$ cat src/rtl/pcm_frame_sequencer.sv
// PCM frame sequencer: sync head, timer timestamp, payload bytes.
// Owns the frame FIFO write port and reports frame/overflow status.
module pcm_frame_sequencer #(
  parameter int unsigned HEAD_BYTES  = 4,
  parameter logic [31:0] SYNC_WORD   = 32'hFE6B_2840,
  parameter int unsigned TIM_TIMEOUT = 32
) (
  input  logic        clk_i,
  input  logic        rst_n_i,
  input  logic        en_i,
  input  logic        sync_i,
  input  logic [15:0] payload_len_i,
  input  logic [7:0]  din_i,
  input  logic        din_valid_i,
  output logic        tim_start_o,
  input  logic [7:0]  tim_data_i,
  input  logic        tim_req_i,
  input  logic        tim_flag_i,
  input  logic        fifo_full_i,
  output logic [7:0]  wr_data_o,
  output logic        wr_req_o,
  output logic        busy_o,
  output logic        frame_done_o,
  output logic        frame_err_o,
  output logic        ovf_o,
  input  logic        ovf_clr_i,
  output logic [15:0] frame_cnt_o,
  output logic [15:0] drop_cnt_o
);

  typedef enum logic [2:0] {
    S_IDLE,
    S_HEAD,
    S_TIMER,
    S_DATA,
    S_DONE
  } state_t;

  state_t      r_state;
  state_t      w_next;

  logic [15:0] r_len;
  logic [15:0] r_cnt;
  logic [31:0] r_tout;
  logic        r_bad;
  logic        r_seen;
  logic        r_tim_start;
  logic        r_wr_req;
  logic [7:0]  r_wr_data;
  logic        r_ovf;
  logic [15:0] r_frame_cnt;
  logic [15:0] r_drop_cnt;

  logic        w_cand;
  logic [7:0]  w_byte;
  logic        w_busy;
  logic        w_done;
  logic        w_ovf_ev;
  logic        w_start;
  logic        w_head_last;
  logic        w_tim_exit;
  logic        w_tim_tout;
  logic        w_data_last;
  logic [7:0]  w_head_byte;
  logic [16:0] w_cnt_inc;

  // byte index 0 is the MSB of the sync word
  assign w_head_byte = 8'(SYNC_WORD >> {~r_cnt[1:0], 3'b000});
  assign w_head_last = (r_cnt == 16'(HEAD_BYTES - 1));
  assign w_tim_exit  = r_seen & ~tim_flag_i;
  assign w_tim_tout  = (r_tout == 32'(TIM_TIMEOUT - 1));
  assign w_cnt_inc   = {1'b0, r_cnt} + 17'd1;
  assign w_data_last = din_valid_i & (w_cnt_inc == {1'b0, r_len});
  assign w_start     = sync_i & en_i;
  assign w_ovf_ev    = w_cand & fifo_full_i;

  always_ff @(posedge clk_i or negedge rst_n_i) begin
    if (!rst_n_i) begin
      r_state <= S_IDLE;
    end else begin
      r_state <= w_next;
    end
  end

  always_comb begin
    w_next = r_state;
    unique case (r_state)
      S_IDLE:  if (w_start) w_next = S_HEAD;
      S_HEAD:  if (w_head_last) w_next = S_TIMER;
      S_TIMER: begin
        if (w_tim_exit) begin
          w_next = (r_len == 16'd0) ? S_DONE : S_DATA;
        end else if (w_tim_tout) begin
          w_next = S_DONE;
        end
      end
      S_DATA:  if (w_data_last) w_next = S_DONE;
      S_DONE:  w_next = S_IDLE;
      default: w_next = S_IDLE;
    endcase
  end

  always_comb begin
    w_cand = 1'b0;
    w_byte = 8'hFF;
    w_busy = (r_state != S_IDLE);
    w_done = (r_state == S_DONE);
    unique case (r_state)
      S_HEAD: begin
        w_cand = 1'b1;
        w_byte = w_head_byte;
      end
      S_TIMER: begin
        w_cand = tim_req_i;
        w_byte = tim_data_i;
      end
      S_DATA: begin
        w_cand = din_valid_i;
        w_byte = din_i;
      end
      default: ;
    endcase
  end

  always_ff @(posedge clk_i or negedge rst_n_i) begin
    if (!rst_n_i) begin
      r_len       <= '0;
      r_cnt       <= '0;
      r_tout      <= '0;
      r_bad       <= 1'b0;
      r_seen      <= 1'b0;
      r_tim_start <= 1'b0;
      r_wr_req    <= 1'b0;
      r_wr_data   <= 8'hFF;
      r_ovf       <= 1'b0;
      r_frame_cnt <= '0;
      r_drop_cnt  <= '0;
    end else begin
      r_wr_req    <= w_cand & ~fifo_full_i;
      r_wr_data   <= w_cand ? w_byte : 8'hFF;
      r_tim_start <= (r_state == S_HEAD) & w_head_last;

      // a new overflow beats a simultaneous clear
      if (w_ovf_ev) begin
        r_ovf <= 1'b1;
      end else if (ovf_clr_i) begin
        r_ovf <= 1'b0;
      end

      if (din_valid_i && (r_state != S_DATA) &&
          (r_drop_cnt != 16'hFFFF)) begin
        r_drop_cnt <= r_drop_cnt + 16'd1;
      end

      if (r_state == S_DONE) begin
        r_frame_cnt <= r_frame_cnt + 16'd1;
      end

      unique case (r_state)
        S_IDLE: begin
          if (w_start) begin
            r_len <= payload_len_i;
            r_cnt <= '0;
            r_bad <= 1'b0;
          end
        end
        S_HEAD: begin
          if (w_head_last) begin
            r_cnt  <= '0;
            r_seen <= 1'b0;
            r_tout <= '0;
          end else begin
            r_cnt <= r_cnt + 16'd1;
          end
        end
        S_TIMER: begin
          if (tim_flag_i) r_seen <= 1'b1;
          r_tout <= r_tout + 32'd1;
          if (!w_tim_exit && w_tim_tout) r_bad <= 1'b1;
        end
        S_DATA: begin
          if (din_valid_i) r_cnt <= w_cnt_inc[15:0];
        end
        default: ;
      endcase

      if (w_ovf_ev) r_bad <= 1'b1;
    end
  end

  assign tim_start_o  = r_tim_start;
  assign wr_data_o    = r_wr_data;
  assign wr_req_o     = r_wr_req;
  assign busy_o       = w_busy;
  assign frame_done_o = w_done;
  assign frame_err_o  = w_done & r_bad;
  assign ovf_o        = r_ovf;
  assign frame_cnt_o  = r_frame_cnt;
  assign drop_cnt_o   = r_drop_cnt;

endmodule

$ cat config.mk
export PLATFORM = sky130hd
export DESIGN_NAME = pcm_frame_sequencer
export DESIGN_NICKNAME = d
export VERILOG_FILES = /design/src/rtl/pcm_frame_sequencer.sv
export SDC_FILE = /design/constraint.sdc
export NUM_CORES = 1
export LEC_CHECK = 0
export BUFFER_PORTS_ARGS = -buffer_cell sky130_fd_sc_hd__buf_2
export CAP_MARGIN = 20
export CORE_ASPECT_RATIO = 1.75
export CORE_MARGIN = 2
export CORE_UTILIZATION = 52
export DETAILED_ROUTE_END_ITERATION = 10
export HOLD_SLACK_MARGIN = 0.05
export PLACE_DENSITY = 0.79
export RECOVER_POWER = 25
export SETUP_SLACK_MARGIN = 0.02
export SYNTH_ARGS = -nofsm -noshare
export SYNTH_HDL_FRONTEND = slang
export SYNTH_SLANG_ARGS = --single-unit
$ cat constraint.sdc
create_clock -name clk_i -period 2.1 [get_ports clk_i]
set_input_delay 0.21 -clock clk_i [delete_from_list [all_inputs] [get_ports clk_i]]
set_output_delay 0.21 -clock clk_i [all_outputs]
set_load 0.05 [all_outputs]
==> out/qor.csv, run 1 <==
metric,value,unit
"area leader, netlist",dfrtp_1,
Worst VDD drop,849.9,µV
via count,5465,
Inst Count DP,844,
Tot Pwr,0.008871,W
die area,0.01212,mm²
Final WS setup,-0.04205,ns
Num CTS Buffers,9,
mapped cell area,0.005836,mm²
global-route wire length before repair,25270,µm
Seq cells post-synth,112,
CTS Buffer Depth,2,
initial antenna violation count,0,
area of the multi-input gates,0.003152,mm²
sequential fraction of the synthesis area,48.20,%
clock sinks,112,
Synth Instances,595,
Syn. warnings,0,
routability cong.,0.9543,
H-tree depth,3,
Layout Skew,0.008511,ns
largest net degree at the start of global routing,44,
ANT cells,0,
Least-Margin Pin Slew,1.066,ns
final wirelength,16530,µm
layout cells sized above 1,34.54,%
CP startpoint kind,register,
final net count,790,
Die Y,144.1,µm
required time worst endpoint,2.32,ns
CTS tree,done,
worst skew pair latency,0.35,ns
post-DP HPWL,11410,µm
max_slew headroom,28.92,%
syn avg cell area,9.808,µm²
crit share post-route,102.0,%
ys async rst share,100.0,%
r2r setup slk,-0.04,ns
Util after Layout,68.16,%
RSZ-0062 raised after global routing,yes,
synthesis-to-layout area growth,28.95,%
most common cell in the synthesized netlist,dfrtp_1,
vias per cell,6.217,
post-route design area,0.007525,mm²
Crit. End Element,register,
Routed WL per cell,18.81,µm
CP arrival,2.36,ns
Final ANT Viol Nets,0,
Leakage,3.473,nW
number of global-route vias before repair,5456,
Post-synth EDFFs,0,
Max Cap Violations,0,
Post-synth top cells,"dfrtp_1 (104), nand2_1 (69), o21ai_0 (65), nand3_1 (39), xnor2_1 (35)",
overall routing resource usage,26.09,%
gr ovfl total,0,
Layout Cells excl Fill,879,
1st-pass router iterations,5,
DRC,0,
min Tclk post-route,2.142,ns
Area after DPL,0.006814,mm²
Synth top area share,44.60,%
PD cells,1179,mW/mm²
"Slew Viols, Final",0,
Hold Fails Final Rpt,0,
worst-path fanout max,8,
Die Span X,84.08,µm
"Reg clk slew, reported paths",0.07,ns
Synth Flop Type,dfrtp_1,
endpoints failing setup,3,
leading post-synthesis cells by cell area,"dfrtp_1 (45%), o21ai_0 (5.6%), xnor2_1 (5.3%)",
hold crit path type,in2reg,
Peak Freq,0.4668,GHz
fillers,792,
core area,0.01104,mm²
initial DRC count,439,
failing checks,setup timing,
I/O Pins,87,
Post-Syn Nets,643,
CP Class,reg2reg,
Register Area,0.002821,mm²
CTS root buf,clkbuf_16,
row count,51,
Initial Utilization,52.86,%
Synth cell types,54,
status,finished with violations,
port bufs,86,
## sequential cells by signal, indices dropped and copies added, names as in the netlist
register,count
drop_cnt_o,16
frame_cnt_o,16
ovf_o,1
r_bad,1
r_cnt,16
r_len,16
r_seen,1
r_state,3
r_tout,32
tim_start_o,1
wr_data_o,8
wr_req_o,1
## cell families after synthesis
| group | after synthesis | synth area share [%] |
|---|---|---|
| compound gates | 121 | 12.50 |
| xor+xnor | 52 | 8.040 |
| fa+ha+maj | 7 | 1.501 |
| buf+inv | 39 | 2.830 |
| flops | 112 | 48.20 |
| mux | 30 | 5.618 |
| simple gates | 234 | 21.31 |
## final cells by class
cell class                      count  share of cell area [%]
Clock buffer                       11                   3.226
Sequential cell                   112                   37.50
Multi-Input combinational cell    445                   41.89
Clock inverter                      5                  0.8480
Timing Repair Buffer              159                   13.60
Tap cell                          132                   2.195
Inverter                           15                  0.7483
## final timing paths
kind                                             startpoint                          end  cells after the start
max in group asynchronous                           rst_n_i         r_cnt[0]$_DFFE_PN0P_                      3
worst max-delay path                   r_cnt[1]$_DFFE_PN0P_         r_cnt[7]$_DFFE_PN0P_                      9
worst min-delay path                              ovf_clr_i            ovf_o$_DFFE_PN0P_                      2
worst min register to register  frame_cnt_o[15]$_DFFE_PN0P_  frame_cnt_o[15]$_DFFE_PN0P_                      1
worst max register to register         r_cnt[1]$_DFFE_PN0P_         r_cnt[7]$_DFFE_PN0P_                      9
min in group asynchronous                           rst_n_i            ovf_o$_DFFE_PN0P_                      2
## power by group
group,internal [W],switching (W),total (W)
sequential,0.00265,0.000452,0.00310
combinational,0.00157,0.00243,0.00401
clock,0.000970,0.000792,0.00176
## cell usage in the layout (no fill, tap or decap), types with 12 or more instances in the layout
master / n
nand4_1: 24
xnor2_1: 33
nor2_1: 18
and3_1: 12
mux2_2: 22
buf_4: 64
nand2_1: 69
dfrtp_1: 97
nand3_1: 39
o21ai_0: 58
xor2_1: 15
buf_2: 85
inv_1: 13
## stage by stage
stage | setup WS [ns] | setup TNS, ns | hold WS [ns]
2_1_floorplan | -0.1227 | -0.5904 | -0.08559
3_3_place_gp | -0.08344 | -0.2102 | 0.2359
3_5_place_dp | -0.1520 | -0.9245 | 0.2420
4_1_cts | 0.02789 | 0 | 0.07975
5_1_grt | -0.1486 | -1.709 | 0.07492
6_report | -0.04205 | -0.06197 | 0.07911
## repair_timing
item                       CTS  global route
gates resized for setup     18            41
hold buffers                 2             0
pin swaps                   13            11
setup endpoints to repair   42            61
buffers inserted             5             9
hold endpoints to repair    33             0
cloned                       0             3
## layer usage
| layer | global-route usage [%] | vias to the layer above | wire length (µm) |
|---|---|---|---|
| met4 | 14.26 | 0 | 947 |
| met1 | 27.91 | 2662 | 5776 |
| met3 | 4.566 | 77 | 1006 |
| li1 | - | 2447 | - |
| met5 | 0 | - | 0 |
| met2 | 48.16 | 279 | 8802 |
## worst max-delay path, stage by stage (launching register included)
cell and delay, ns:
dfrtp_2 0.42, ha_4 0.21, nor4b_4 0.23, nand4_1 0.25
o211ai_1 0.25, buf_4 0.18, buf_4 0.18, o21ai_0 0.12
nand2_1 0.08, o21ai_0 0.08
No activity file was read; power rests on OpenSTA's default activity.
==> inputs of run 2 (changes only) <==
- ABC_AREA: not set -> 1
- CTS_CLUSTER_DIAMETER: not set -> 200
- PLACE_DENSITY: 0.79 -> 0.78
- SKIP_CTS_REPAIR_TIMING: not set -> 1
==> run 2 against run 1 <==
Against the previous run:
- power down 13%
- sequential cell count unchanged
- clock-buffer cell count down 2
- fmax is 7.4% higher
- the run now ends clean
- cell count rose by 15%
- worst setup slack better by 0.15 ns
- largest power group is now sequential cells
- first-iteration DRC count fell by 23%
- design area is 2.5% lower
- sequential share of layout area grew 0.93 points
- register-to-register slack improved by 0.15 ns
==> out/qor.csv, run 2 <==
metric,value,unit,change
Post-Syn Nets,795,,was 643
Die Y,146.8,µm,was 144.1 µm
Util after Layout,64.10,%,was 68.16%
Layout Skew,0.009701,ns,was 0.008511 ns
H-tree depth,3,,unchanged
layout cells sized above 1,23.85,%,was 34.54%
DRC,0,,unchanged
status,"finished, final reports clean",,was finished with violations
row count,52,,was 51
Post-synth top cells,"nand2_1 (169), dfrtp_1 (104), inv_1 (96), nand3_1 (71), nor2_1 (63)",,"was dfrtp_1 (104), nand2_1 (69), o21ai_0 (65), nand3_1 (39), xnor2_1 (35)"
Routed WL per cell,15.21,µm,was 18.81 µm
fillers,1021,,was 792
vias per cell,5.520,,was 6.217
CTS tree,done,,unchanged
hold wc startpoint,fifo_full_i,,was ovf_clr_i
core area,0.01145,mm²,was 0.01104 mm²
global-route wire length before repair,24760,µm,was 25270 µm
Crit. End Element,register,,unchanged
Least-Margin Pin Slew,0.8332,ns,was 1.066 ns
routability cong.,0.9490,,was 0.9543
synthesis-to-layout area growth,21.20,%,was 28.95%
Synth Flop Type,dfrtp_1,,unchanged
Reg-to-Reg Start,r_cnt[1]$_DFFE_PN0P_,,unchanged
Seq cells post-synth,112,,unchanged
CTS root buf,clkbuf_16,,unchanged
CTS Buffer Depth,2,,unchanged
leading post-synthesis cells by cell area,"dfrtp_1 (43%), nand2_1 (10%), inv_1 (6.0%)",,"was dfrtp_1 (45%), o21ai_0 (5.6%), xnor2_1 (5.3%)"
r2r setup slk,0.11,ns,was -0.04 ns
WHS Endpoint,wr_req_o$_DFF_PN0_,,was ovf_o$_DFFE_PN0P_
Num CTS Buffers,9,,unchanged
worst-path fanout max,6,,was 8
Synth top area share,42.98,%,was 44.60%
worst skew pair latency,0.36,ns,was 0.35 ns
PD cells,1049,mW/mm²,was 1179 mW/mm²
ys async rst share,100.0,%,unchanged
Syn. warnings,0,,unchanged
via count,5559,,was 5465
post-DP HPWL,11550,µm,was 11410 µm
endpoints failing setup,0,,was 3
Final ANT Viol Nets,0,,unchanged
"most common cell after layout, fill and taps aside",nand2_1,,was dfrtp_1
required time worst endpoint,2.35,ns,was 2.32 ns
r2r endpoint,r_state[0]$_DFFE_PN0P_,,was r_cnt[7]$_DFFE_PN0P_
gr ovfl total,0,,unchanged
initial antenna violation count,0,,unchanged
die area,0.01256,mm²,was 0.01212 mm²
final net count,915,,was 790
most frequent cells in the layout,"nand2_1 (163), dfrtp_1 (98), inv_1 (93), buf_2 (85), nand3_1 (68)",,"was dfrtp_1 (97), buf_2 (85), nand2_1 (69), buf_4 (64), o21ai_0 (58)"
Inst Count DP,982,,was 844
clock sinks,112,,unchanged
Initial Utilization,52.88,%,was 52.86%
number of global-route vias before repair,5287,,was 5456
largest net degree at the start of global routing,49,,was 44
CP startpoint kind,register,,unchanged
RSZ-0062 raised after global routing,yes,,unchanged
Hold Fails Final Rpt,0,,unchanged
Area after DPL,0.006823,mm²,was 0.006814 mm²
initial DRC count,338,,was 439
Peak Freq,0.5013,GHz,was 0.4668 GHz
"Reg clk slew, reported paths",0.08,ns,was 0.07 ns
largest register by flop count,r_tout,,unchanged
overall routing resource usage,24.93,%,was 26.09%
area of the multi-input gates,0.002968,mm²,was 0.003152 mm²
Worst VDD drop,856.8,µV,was 849.9 µV
Register Area,0.002820,mm²,was 0.002821 mm²
Layout Cells excl Fill,1007,,was 879
Synth cell types,44,,was 54
Max Cap Violations,0,,unchanged
worst hold slack,0.06021,ns,was 0.07911 ns
min Tclk post-route,1.995,ns,was 2.142 ns
ANT cells,0,,unchanged
CP arrival,2.24,ns,was 2.36 ns
sequential fraction of the synthesis area,46.45,%,was 48.20%
"Slew Viols, Final",0,,unchanged
hold crit path type,in2reg,,unchanged
most common cell in the synthesized netlist,nand2_1,,was dfrtp_1
"area leader, netlist",dfrtp_1,,unchanged
hold path cells,2,,unchanged
Largest register FFs,32,,unchanged
syn avg cell area,8.107,µm²,was 9.808 µm²
crit share post-route,94.99,%,was 102.0%
Leakage,3.516,nW,was 3.473 nW
Synth Instances,747,,was 595
port bufs,86,,unchanged
Post-synth EDFFs,0,,unchanged
mapped cell area,0.006056,mm²,was 0.005836 mm²
worst reg-to-reg path cell count,16,,was 9
1st-pass router iterations,5,,unchanged
max_slew headroom,44.46,%,was 28.92%
post-route design area,0.007340,mm²,was 0.007525 mm²
final wirelength,15310,µm,was 16530 µm
CP Class,reg2reg,,unchanged
I/O Pins,87,,unchanged
Die Span X,85.58,µm,was 84.08 µm
Tot Pwr,0.007696,W,was 0.008871 W
-- run 2: cell types whose count changed after synthesis, moves of 21 or more --
cell and change:
inv_1 +81, mux2_2 -21, nand2_1 +100, nand3_1 +32, nor2_1 +42, o21ai_0 -27
xnor2_1 -24
-- run 2: logic make-up after synthesis --
group | after synthesis | share of synthesized area [%]
compound gates | 92 | 8.843
xor+xnor | 37 | 5.578
fa+ha+maj | 7 | 1.446
buf+inv | 112 | 7.045
flops | 112 | 46.45
mux | 3 | 0.5165
simple gates | 384 | 30.12
-- run 2: critical path, stage by stage (launching register included) --
cell,delay (ns)
dfrtp_2,0.47
ha_4,0.22
nand2_4,0.07
nor2_4,0.15
nand2_1,0.07
nand2_1,0.09
nand2_1,0.07
nand2_1,0.07
nand3_2,0.06
nor2_2,0.10
nand2_1,0.07
nor2_1,0.11
nand2_1,0.07
nand2_2,0.08
nand2_2,0.06
nand2_1,0.06
nand2_1,0.05
-- run 2: stage by stage --
step	setup slack, ns	TNS (ns)
3_5_place_dp	-0.001562	-0.001562
2_1_floorplan	0.03480	0
5_1_grt	-0.03761	-0.05267
3_3_place_gp	0.07857	0
4_1_cts	-0.0009126	-0.0009126
6_report	0.1053	0
-- run 2: worst max path at each step --
stage                                   start                          to  slack [ns]
floorplan           drop_cnt_o[0]$_DFFE_PN0P_  drop_cnt_o[14]$_DFFE_PN0P_        0.03
detailed placement       r_cnt[1]$_DFFE_PN0P_      r_state[0]$_DFFE_PN0P_      -0.002
global placement         r_cnt[1]$_DFFE_PN0P_      r_state[0]$_DFFE_PN0P_        0.08
finish                   r_cnt[1]$_DFFE_PN0P_      r_state[0]$_DFFE_PN0P_        0.11
CTS                      r_cnt[1]$_DFFE_PN0P_      r_state[0]$_DFFE_PN0P_     -0.0009
global route             r_cnt[1]$_DFFE_PN0P_      r_state[0]$_DFFE_PN0P_       -0.04
-- run 2: where the power goes --
part / internal, W / switching [W]
registers: 0.00262 / 0.000362
logic: 0.000890 / 0.00204
clock network: 0.000942 / 0.000840
total: 0.00446 / 0.00324
-- run 2: per-layer routing --
metal | up-vias | part of all wire, % | global-route usage, % | routed length, µm
met2 | 140 | 54 | 44.22 | 8286
met5 | - | 0 | 0 | 0
met4 | 0 | 3.9 | 11.98 | 601
met3 | 44 | 4.0 | 4.382 | 607
li1 | 2712 | - | - | -
met1 | 2663 | 38 | 28.47 | 5818
-- run 2: cell type report --
class | instances | area share (%)
multi-input cells | 523 | 40.44
clock buffers | 9 | 3.069
repair buffers | 119 | 9.478
flip-flops and latches | 112 | 38.42
clock inverters | 7 | 1.057
inverters | 102 | 5.234
well taps | 135 | 2.301
==> inputs of run 3 (changes only) <==
--- a/config.mk
+++ b/config.mk
@@ -14,2 +14,3 @@
 export CTS_CLUSTER_DIAMETER = 200
+export CTS_CLUSTER_SIZE = 16
 export DETAILED_ROUTE_END_ITERATION = 10
==> constraint.sdc (replaced) <==
create_clock -name clk_i -period 2.1 [get_ports clk_i]
set_input_delay 0.42 -clock clk_i [delete_from_list [all_inputs] [get_ports clk_i]]
set_output_delay 0.42 -clock clk_i [all_outputs]
set_load 0.05 [all_outputs]
==> run 3 against run 2 <==
Against the previous run:
- register-to-register slack gained 0.02 ns
- power grew 0.94%
- clock skew shrank 0.0017 ns
- cell count fell by 0.40%
- sequential share of layout area rose by 0.23 points
- combinational power is essentially flat
- critical path type unchanged
- critical endpoint is now r_tout[20]$_DFFE_PN0P_
- largest cell class unchanged
- largest power group unchanged
==> out/qor.csv, run 3 (synthesis gave the netlist of run 2 again) <==
metric,value,unit,change
global-route wire length before repair,24950,µm,was 24760 µm
Layout Cells excl Fill,1003,,was 1007
post-DP HPWL,11610,µm,was 11550 µm
required time worst endpoint,2.39,ns,was 2.35 ns
Layout Skew,0.007999,ns,was 0.009701 ns
Die Span X,85.58,µm,unchanged
vias per cell,5.466,,was 5.520
max_slew headroom,47.40,%,was 44.46%
final net count,911,,was 915
ANT cells,0,,unchanged
Largest register FFs,32,,unchanged
"Reg clk slew, reported paths",0.08,ns,about the same
via count,5482,,was 5559
core area,0.01145,mm²,unchanged
Max Cap Violations,0,,unchanged
Routed WL per cell,15.06,µm,was 15.21 µm
CTS tree,done,,unchanged
synthesis-to-layout area growth,20.43,%,was 21.20%
number of global-route vias before repair,5424,,was 5287
row count,52,,unchanged
worst hold slack,0.2571,ns,was 0.06021 ns
worst-path fanout max,4,,was 6
Peak Freq,0.5052,GHz,was 0.5013 GHz
CP startpoint kind,register,,unchanged
min Tclk post-route,1.980,ns,was 1.995 ns
Final ANT Viol Nets,0,,unchanged
critical-path cell list,ha_2 -> nand2_2 -> nor2_4 -> nand3_4 -> nor3_4 -> nand3_4 -> nor2_4 -> nand2_2 -> nor2_4 -> nand2_2 -> clkinv_2 -> nand2_1 -> a21oi_2,,was ha_4 -> nand2_4 -> nor2_4 -> nand2_1 -> nand2_1 -> nand2_1 -> nand2_1 -> nand3_2 -> nor2_2 -> nand2_1 -> nor2_1 -> nand2_1 -> nand2_2 -> nand2_2 -> nand2_1 -> nand2_1
layout cells sized above 1,23.16,%,was 23.85%
hold crit path type,in2reg,,unchanged
clock sinks,112,,unchanged
CP Class,reg2reg,,unchanged
largest register by flop count,r_tout,,unchanged
worst skew pair latency,0.35,ns,was 0.36 ns
overall routing resource usage,24.87,%,was 24.93%
Num CTS Buffers,9,,unchanged
CP max stage cell,dfrtp_1,,was dfrtp_2
Leakage,3.493,nW,was 3.516 nW
CTS Buffer Depth,2,,unchanged
routability cong.,0.9595,,was 0.9490
PD cells,1065,mW/mm²,was 1049 mW/mm²
Setup TNS,0,ns,unchanged
Inst Count DP,980,,was 982
DRC,0,,unchanged
Initial Utilization,52.88,%,unchanged
max incr delay on CP,0.40,ns,was 0.47 ns
Least-Margin Pin Slew,0.7890,ns,was 0.8332 ns
Die Y,146.8,µm,unchanged
final wirelength,15110,µm,was 15310 µm
die area,0.01256,mm²,unchanged
1st-pass router iterations,5,,unchanged
Worst VDD drop,796.4,µV,was 856.8 µV
"most common cell after layout, fill and taps aside",nand2_1,,unchanged
I/O Pins,87,,unchanged
gr ovfl total,0,,unchanged
Hold Fails Final Rpt,0,,unchanged
Crit. End Element,register,,unchanged
largest net degree at the start of global routing,32,,was 49
endpoints failing setup,0,,unchanged
port bufs,86,,unchanged
"Slew Viols, Final",0,,unchanged
crit share post-route,94.26,%,was 94.99%
status,"finished, final reports clean",,unchanged
most frequent cells in the layout,"nand2_1 (164), dfrtp_1 (99), inv_1 (94), buf_2 (85), nand3_1 (68)",,"was nand2_1 (163), dfrtp_1 (98), inv_1 (93), buf_2 (85), nand3_1 (68)"
RSZ-0062 raised after global routing,yes,,unchanged
CTS root buf,clkbuf_16,,unchanged
H-tree depth,3,,unchanged
CP arrival,2.27,ns,was 2.24 ns
initial DRC count,271,,was 338
initial antenna violation count,0,,unchanged
-- run 3: changes by cell type in the layout (fill, tap and decap cells not counted), sizes merged --
cell	before	now
buf	115	112
bufinv	1	2
clkinv	6	5
dlygate4sd3	2	1
-- run 3: cell type report --
cell class | instances | area [µm²]
fill | 987 | 4158
multi-input combinational | 523 | 2933
sequential | 112 | 2819
timing repair buffer | 115 | 660.6
inverter | 102 | 384.1
clock buffer | 9 | 225.2
tap | 135 | 168.9
clock inverter | 7 | 102.6
-- run 3: path summary, 6_finish.rpt --
| kind | start | end | slack [ns] | cells after the start |
|---|---|---|---|---|
| worst max-delay path | r_tout[0]$_DFFE_PN0P_ | r_tout[20]$_DFFE_PN0P_ | 0.12 | 13 |
| worst min-delay path | ovf_clr_i | ovf_o$_DFFE_PN0P_ | 0.26 | 2 |
| worst max register to register | r_tout[0]$_DFFE_PN0P_ | r_tout[20]$_DFFE_PN0P_ | 0.12 | 13 |
| worst min register to register | frame_cnt_o[15]$_DFFE_PN0P_ | frame_cnt_o[15]$_DFFE_PN0P_ | 0.47 | 1 |
| max in group asynchronous | rst_n_i | r_cnt[10]$_DFFE_PN0P_ | 0.51 | 3 |
| min in group asynchronous | rst_n_i | frame_cnt_o[13]$_DFFE_PN0P_ | 0.68 | 2 |
-- run 3: per-layer routing --
layer  vias up  GRT usage, %  part of all wire (%)
met3        46         3.820                   3.1
met4         0         11.90                   4.3
met5         -             0                     0
met2       142         44.57                    54
met1      2588         28.35                    38
li1       2706             -                     -
-- run 3: critical path, delay by kind of cell, from the launching register on --
kind,cells,cell delay [ns]
buffers and inverters,1,0.06
AO/OA/AOI/OAI,1,0.11
AND/OR/NAND/NOR,10,1.15
adder cells (fa/ha/maj),1,0.20
flip-flops,1,0.40
-- run 3: metrics by stage --
stage	total power [W]	setup WS (ns)	area, µm²	util (%)
floorplan	0.004950	0.03480	6056	-
global placement	0.005789	0.08111	6795	59.34
detailed placement	0.005843	0.009798	6795	59.34
CTS	0.007738	-0.007308	7123	62.21
global route	0.008225	-0.09073	7293	63.69
finish	0.007768	0.1205	7293	63.69
-- run 3: power breakdown --
part           switching (W)  total [W]  internal [W]
registers           0.000356    0.00297       0.00262
clock network       0.000830    0.00189       0.00106
logic                0.00203    0.00290      0.000871
total                0.00321    0.00777       0.00455
